### config.mk
export PLATFORM = sky130hd
export DESIGN_NAME = lsu_pipe
export DESIGN_NICKNAME = d
export VERILOG_FILES = /design/src/rtl/lsu_pipe.sv
export SDC_FILE = /design/constraint.sdc
export NUM_CORES = 1
export LEC_CHECK = 0
export CAP_MARGIN = 0
export CELL_PAD_IN_SITES_DETAIL_PLACEMENT = 1
export CELL_PAD_IN_SITES_GLOBAL_PLACEMENT = 2
export CORE_ASPECT_RATIO = 1.2
export CORE_MARGIN = 5
export CORE_UTILIZATION = 27
export CTS_CLUSTER_DIAMETER = 60
export CTS_CLUSTER_SIZE = 30
export DETAILED_ROUTE_END_ITERATION = 8
export PLACE_DENSITY_LB_ADDON = 0.1
export SLEW_MARGIN = 20
export SYNTH_ARGS = -nofsm -noshare
export SYNTH_HDL_FRONTEND = slang
export SYNTH_SLANG_ARGS = --single-unit
### constraint.sdc
create_clock -name clk -period 2.37 [get_ports clk]
set_clock_uncertainty 0.1 [all_clocks]
set_input_delay 0.474 -clock clk [delete_from_list [all_inputs] [get_ports clk]]
set_output_delay 0.474 -clock clk [all_outputs]
set_load 0.05 [all_outputs]
### src/rtl/lsu_pipe.sv
// Load/store pipeline stage between EX and WB: issues aligned memory accesses,
// traps misaligned ones, aborts accesses that wait too long, and retires every
// instruction into the WB registers.
module lsu_pipe #(
  parameter int unsigned TIMEOUT     = 16,
  parameter bit          CHECK_ALIGN = 1'b1,
  parameter int unsigned ADDR_W      = 32
) (
  input  logic              clk,
  input  logic              rst_n,
  input  logic              valid_in,
  input  logic [6:0]        opcode,
  input  logic [2:0]        funct3,
  input  logic [31:0]       pc_from_ex,
  input  logic [31:0]       b,
  input  logic [31:0]       c,
  input  logic [4:0]        rd_from_ex,
  input  logic              data_mem_access_ready_n,
  input  logic [31:0]       data_from_mem,
  output logic [ADDR_W-1:0] data_mem_addr,
  output logic              require_mem_access,
  output logic              write,
  output logic [1:0]        size,
  output logic [31:0]       data_to_mem,
  output logic              valid_to_wb,
  output logic [31:0]       pc_to_wb,
  output logic [4:0]        rd_to_wb,
  output logic [6:0]        opcode_to_wb,
  output logic [31:0]       c_to_wb,
  output logic [31:0]       d,
  output logic              misaligned,
  output logic              bus_err,
  output logic              stall
);

  localparam int unsigned XLEN  = 32;
  localparam int unsigned OP_W  = 7;
  localparam int unsigned F3_W  = 3;
  localparam int unsigned RD_W  = 5;
  localparam int unsigned CNT_W = 8;

  localparam logic [OP_W-1:0] OP_LOAD  = 7'b0000011;
  localparam logic [OP_W-1:0] OP_STORE = 7'b0100011;

  typedef enum logic {IDLE, BUSY} state_t;

  state_t            state;
  logic [CNT_W-1:0]  wait_cnt;
  logic [CNT_W-1:0]  wait_nxt;
  logic              timeout_hit;

  logic [OP_W-1:0]   op_q;
  logic [F3_W-1:0]   f3_q;
  logic [XLEN-1:0]   pc_q;
  logic [XLEN-1:0]   c_q;
  logic [RD_W-1:0]   rd_q;

  logic              in_is_store;
  logic              in_is_mem;
  logic              in_misaligned;
  logic              accept_mem;
  logic [1:0]        in_size;
  logic [XLEN-1:0]   in_store_data;

  logic [XLEN-1:0]   ld_shifted;
  logic [XLEN-1:0]   ld_data;

  // Decode the EX instruction: class, alignment, size code and lane-replicated store data
  always_comb begin
    in_is_store   = (opcode == OP_STORE);
    in_is_mem     = (opcode == OP_LOAD) || in_is_store;
    in_misaligned = 1'b0;
    in_size       = 2'b00;
    in_store_data = b;
    case (funct3[1:0])
      2'b00: begin
        in_size       = 2'b10;
        in_store_data = {4{b[7:0]}};
      end
      2'b01: begin
        in_size       = 2'b01;
        in_misaligned = c[0];
        in_store_data = {2{b[15:0]}};
      end
      default: begin
        in_size       = 2'b00;
        in_misaligned = |c[1:0];
        in_store_data = b;
      end
    endcase
    in_misaligned = CHECK_ALIGN && in_misaligned;
    accept_mem    = (state == IDLE) && valid_in && in_is_mem && !in_misaligned;
  end

  // Align returned data to bit 0 and extend it according to the load format
  always_comb begin
    ld_shifted = data_from_mem >> {c_q[1:0], 3'b000};
    case (f3_q)
      3'b000:  ld_data = {{24{ld_shifted[7]}}, ld_shifted[7:0]};
      3'b100:  ld_data = {24'd0, ld_shifted[7:0]};
      3'b001:  ld_data = {{16{ld_shifted[15]}}, ld_shifted[15:0]};
      3'b101:  ld_data = {16'd0, ld_shifted[15:0]};
      default: ld_data = ld_shifted;
    endcase
  end

  // Wait-cycle bookkeeping: the access is abandoned on its TIMEOUT-th not-ready cycle
  assign wait_nxt    = wait_cnt + CNT_W'(1);
  assign timeout_hit = (wait_nxt == CNT_W'(TIMEOUT));

  // EX holds while an access is in flight and in the cycle one is being accepted
  assign stall = (state == BUSY) || (rst_n && accept_mem);

  // Pipeline FSM: capture, issue, complete or abort, and retire into WB registers
  always_ff @(posedge clk or negedge rst_n) begin
    if (!rst_n) begin
      state              <= IDLE;
      wait_cnt           <= '0;
      op_q               <= '0;
      f3_q               <= '0;
      pc_q               <= '0;
      c_q                <= '0;
      rd_q               <= '0;
      data_mem_addr      <= '0;
      require_mem_access <= 1'b0;
      write              <= 1'b0;
      size               <= '0;
      data_to_mem        <= '0;
      valid_to_wb        <= 1'b0;
      pc_to_wb           <= '0;
      rd_to_wb           <= '0;
      opcode_to_wb       <= '0;
      c_to_wb            <= '0;
      d                  <= '0;
      misaligned         <= 1'b0;
      bus_err            <= 1'b0;
    end else begin
      valid_to_wb <= 1'b0;
      misaligned  <= 1'b0;
      bus_err     <= 1'b0;
      case (state)
        IDLE: begin
          if (valid_in) begin
            op_q <= opcode;
            f3_q <= funct3;
            pc_q <= pc_from_ex;
            c_q  <= c;
            rd_q <= rd_from_ex;
            if (in_is_mem && !in_misaligned) begin
              state              <= BUSY;
              wait_cnt           <= '0;
              require_mem_access <= 1'b1;
              data_mem_addr      <= c[ADDR_W-1:0];
              write              <= in_is_store;
              size               <= in_size;
              data_to_mem        <= in_store_data;
            end else begin
              valid_to_wb  <= 1'b1;
              pc_to_wb     <= pc_from_ex;
              rd_to_wb     <= rd_from_ex;
              opcode_to_wb <= opcode;
              c_to_wb      <= c;
              if (in_is_mem) begin
                misaligned <= 1'b1;
                d          <= '0;
              end
            end
          end
        end
        BUSY: begin
          if (!data_mem_access_ready_n || timeout_hit) begin
            state              <= IDLE;
            wait_cnt           <= '0;
            require_mem_access <= 1'b0;
            valid_to_wb        <= 1'b1;
            pc_to_wb           <= pc_q;
            rd_to_wb           <= rd_q;
            opcode_to_wb       <= op_q;
            c_to_wb            <= c_q;
            if (!data_mem_access_ready_n) begin
              if (op_q == OP_LOAD) begin
                d <= ld_data;
              end
            end else begin
              bus_err <= 1'b1;
              d       <= '0;
            end
          end else begin
            wait_cnt <= wait_nxt;
          end
        end
        default: state <= IDLE;
      endcase
    end
  end

endmodule

# Yosys cells after proc, flatten, opt, wreduce, memory -nomap -nowiden
# Cells that the tools add are included.
# W data, S select, Z words.
[totals]
register_bits = 267
latch_bits = 0
mem_bits_rw = 0
romBits = 0
input_bits = 147
out_inout_bits = 180
wordCells = 106
n_memories = 0
[op_classes]
add_sub_neg = 1
multipliers = 0
div_mod_pow = 0
order_cmp = 0
eq_ne = 14
shifts = 1
n_mux = 50
bitwise_logic = 1
n_reduce_logical = 19
[ops]
columns = ["operator", "count"]
rows = [
  ["$mux W32", 12],
  ["$pmux W32 S2", 4],
  ["$pmux W32 S4", 1],
  ["$shr A32 B5 Y32", 1],
  ["$mux W8", 3],
  ["$mux W7", 3],
  ["$mux W1", 16],
  ["$pmux W8 S2", 1],
  ["$mux W5", 3],
  ["$eq A7 B2 Y1 const B", 2],
  ["$pmux W7 S2", 1],
  ["$pmux W5 S2", 1],
  ["$reduce_and A3 Y1", 3],
  ["$add A8 B1 Y8 const B", 1],
  ["$eq A8 B5 Y1 const B", 1],
  ["$pmux W1 S2", 4],
  ["$eq A7 B6 Y1 const B", 1],
  ["$eq A3 B3 Y1 const B", 2],
  ["$ne A2 B2 Y1 const B", 3],
  ["$logic_and A1 B1 Y1", 5],
  ["$reduce_and A5 Y1", 1],
  ["$ne A2 B1 Y1 const B", 2],
  ["$pmux W2 S2", 1],
  ["$reduce_and A2 Y1", 2],
  ["other kinds (9)", 12],
]

# Depth between registers and ports, before layout
[logic_depth]
word_depth = 7
depth_mapped = 9
mapped_depth_nobuf = 6

# Least setup slack after synthesis
# Ideal clock, no wire load.
[synth_path]
kind = "in2out"
startpoint = "input opcode[4]"
endpoint = "output stall"
t_arrival_ns = 1.893
t_required_ns = 1.796
setup_slack_ns = -0.097
path_stages = 4
path_buffers = 0
path_cell_list = "nor4b_2 > and2_1 > a31oi_1 > nor2_1"
[synth_via]
elab_chain_len = 6
elab_cells_between_ends = 7
classes_between = "eq/ne: 2; reduce/logical: 5"
[synth_rtl]
columns = ["element", "line_no", "rtl"]
rows = [
  ["from (decl)", "12", "input logic [6:0] opcode,"],
  ["$eq A7 B2 Y1 / $eq A7 B6 Y1 (equally long branches)", "71, 70", ""],
  ["$logic_or A1 B1 Y1 *", "71", "in_is_mem = (opcode == OP_LOAD) || in_is_store;"],
  ["$logic_and A1 B1 Y1 * (2 in a row)", "92", "accept_mem = (state == IDLE) && valid_in && in_is_mem && !in_misaligned;"],
  ["$logic_and A1 B1 Y1 *", "112", "assign stall = (state == BUSY) || (rst_n && accept_mem);"],
  ["$logic_or A1 B1 Y1 *", "112", ""],
  ["to (decl)", "33", "output logic stall"],
]
# Mark *: on every way between the ends. The rest lies on a longest branch, timed or not.

# Final worst setup path
[layout_path]
startpoint = "register pc_to_wb[19]"
endpoint = "output pc_to_wb[19]"
[layout_lines]
columns = ["element", "line_no", "rtl"]
rows = [
  ["from (decl)", "26", "output logic [31:0] pc_to_wb,"],
  ["from (signal assigned)", "159", "pc_to_wb <= pc_from_ex;"],
  ["from (signal assigned)", "176", "pc_to_wb <= pc_q;"],
]
# No word-level cell between the ends.

==> flow_summary.ini <==
[outcome]
status = completed

[clocking]
cts.sinks = 267
cts_tree = built
cts.clk_slew.worst_paths_ns = 0.06
clockRootBuffer = clkbuf_16
htree_levels = 2
clock_latency_ns = 0.54
cts_inserted_buffers = 36
cts_buffer_depth = 3

[floorplan]
die_x_um = 206
pin_count = 327
core_area_um2 = 45800
row_count = 86
dieArea_um2 = 50700
start_util_pct = 27.2
die_h_um = 246

[global_route]
grt_pass1_vias = 11415
grt-ovfl-total = 0
grt_pass1_wl_mm = 72.6
grt_max_degree = 133
track_usage_pct = 18.5
antenna_found_initial = 5

[yosys]
synth_cells = 1218
synth_warnings = 0
synth_edf_count = 0
yosysTopAreaCell = dfrtp_1
ys_seq_area_share_pct = 53.5
ys_ff_latch = 267
synthFlopType = dfrtp_1
yosysMostFrequentCell = nand2_1
synthTopCellsByArea = dfrtp_1 54%, nand2_1 8.7%, mux2_2 4.4%
synthesis.nets = 1367
synth_top_area_share_pct = 53.5
yosysUniqueCellTypes = 52
async_flop_share_pct = 100
synth.cell_area_um2 = 12500
netlist_top_cells_count = 289 x nand2_1, 267 x dfrtp_1, 105 x o21ai_0
syn_area_per_cell_um2 = 10.3

[critical_path]
crit_chain = clkdlybuf4s50_1
cpPeakStageDelay_ns = 0.83
cp_slowest_cell = clkdlybuf4s50_1
critical_path_required_ns = 1.80
end_kind = output port
path_delay_family = buffers and inverters
crit_arrival_ns = 1.76
path_class = reg2out
cp-start-kind = flop
cp_max_fo = 3
critPathBufInv = 1

[timing]
fin_crit_sh_pct = 98.4
hold_viol = 0
max_freq_ghz = 0.429
maxSlewViolCount = 0
worst_pin_slew_ns = 1.09
setup_violations = 0
max_slew_margin_pct = 27.4
min_period_ns = 2.33

[finish]
area_growth_pct = 46.1
fin_util_pct = 39.8
final_area_um2 = 18200
finalNetCount = 1716
drive_gt1_share_pct = 16.8

[power_and_ir_drop]
p_per_area_nw_per_um2 = 738
switching_share_pct = 30.3
p_comb_share_pct = 19.3
leakagePower_nw = 8.45
p_switching_w = 0.00407
p_int_w = 0.00939
ir_drop_v = 0.000426
finalPower_w = 0.0135
seqPwrFrac_pct = 38.1
clkPwrFrac_pct = 42.6

[drt]
first_iter_violations = 377
wire_per_inst_um = 21.9
avgViaCountPerCell = 4.89
first_pass_iters = 4
ant_nets = 0
postRouteWirelength_mm = 48.5
num_vias = 10811
route.detailed.drc = 0

[placement]
placed_cell_area_um2 = 16900
place.gp.congestion = 0.775
dp_hpwl_mm = 32.0
portBuffers = 326

[flow_run]
maxCapViolations = 0

[min_path]
hold_path_class = in2reg
worst min-delay path, stage by stage:
cell            delay (ns)
dlymetal6s2s_1        0.17
nand2_1               0.07
nand2_1               0.04
cell usage in the layout, fill, tap and decap left out, types with 18 or more instances in the layout:
master             n
mux2_2            49
clkbuf_16         39
clkdlybuf4s50_1  255
buf_4             71
o211ai_1          55
nand2_1          288
dlygate4sd2_1     51
o21ai_0          105
o221a_2           36
dfrtp_1          266
nor2_1            18
a22o_1            25
inv_1             59
mux2i_1           41
o221a_1           40
a211o_1           22
nor3b_1           23
state kept, by name, summed over array words and instances, names as in the netlist, 2 cells and up:
signal / flops
opcode_to_wb: 7
rd_to_wb: 5
op_q: 7
wait_cnt: 8
rd_q: 5
c_q: 32
pc_q: 32
size: 2
c_to_wb: 32
d: 32
pc_to_wb: 32
f3_q: 3
data_mem_addr: 32
data_to_mem: 32
power by group through the flow:
stage / combinational [W] / clock [W] / sequential [W]
final: 0.00260 / 0.00573 / 0.00513
after floorplan: 0.000749 / 0 / 0.00589
after CTS: 0.00263 / 0.00596 / 0.00513
after detailed placement: 0.00267 / 0 / 0.00521
after global routing: 0.00279 / 0.00612 / 0.00517
after global placement: 0.00264 / 0 / 0.00520
path summary, 6_finish.rpt:
path | slack [ns] | depth (start not counted) | end | startpoint
max in group asynchronous | 0.92 | 3 | data_to_mem[13] | rst_n
setup reg to reg | 0.10 | 9 | pc_to_wb[25] | wait_cnt[0]
setup / recovery | 0.04 | 1 | pc_to_wb[19] | pc_to_wb[19]
hold reg to reg | 0.37 | 2 | pc_q[4] | pc_q[4]
hold / removal | 0.17 | 3 | op_q[0] | opcode[0]
min in group asynchronous | 0.24 | 2 | pc_to_wb[7] | rst_n
metrics by stage:
step | cells | hold slack [ns] | worst slack [ns] | setup TNS (ns)
floorplan | 1218 | 0.0784 | 0.101 | 0
global route | 2210 | 0.163 | -0.00735 | -0.00881
finish | 2213 | 0.167 | 0.0385 | 0
CTS | 2199 | 0.212 | 0.000922 | 0
global placement | 2134 | 0.208 | -0.493 | -62.08
detailed placement | 2134 | 0.211 | -0.510 | -65.61
timing repair:
item | in CTS | in global routing
hold buffers | 1 | 0
hold endpoints to repair | 10 | 0
setup buffers | 1 | 6
endpoints found under the setup margin | 49 | 67
cloned | 0 | 3
pin swaps | 2 | 6
resized for setup | 64 | 18
cell type report:
type	count	area (µm²)
Antenna cell	5	12.5
Clock buffer	44	1010
Multi-Input combinational cell	793	5260
Tap cell	616	771
Clock inverter	19	231
Timing Repair Buffer	409	4050
Sequential cell	267	6680
Inverter	60	225
Fill cell	5106	27600
layer usage:
layer / vias up / share of wire, % / global-route usage [%]
met4: 0 / 2.1 / 5.23
met5: - / 0 / 0
met3: 52 / 6.0 / 4.80
li1: 5035 / - / -
met1: 5477 / 44 / 24.6
met2: 247 / 48 / 29.9
cells by family after synthesis:
logic type                 count (synthesis)  share of synthesized area, %
adders and majority gates                  2                         0.200
DFF                                      267                          53.5
buffers and inverters                    158                          5.26
and+or+nand+nor                          367                          12.5
xor gates and xnor gates                   2                         0.140
AOI/OAI and AO/OA                        331                          20.5
muxes                                     91                          7.89
(Power assumes the default switching activity.)
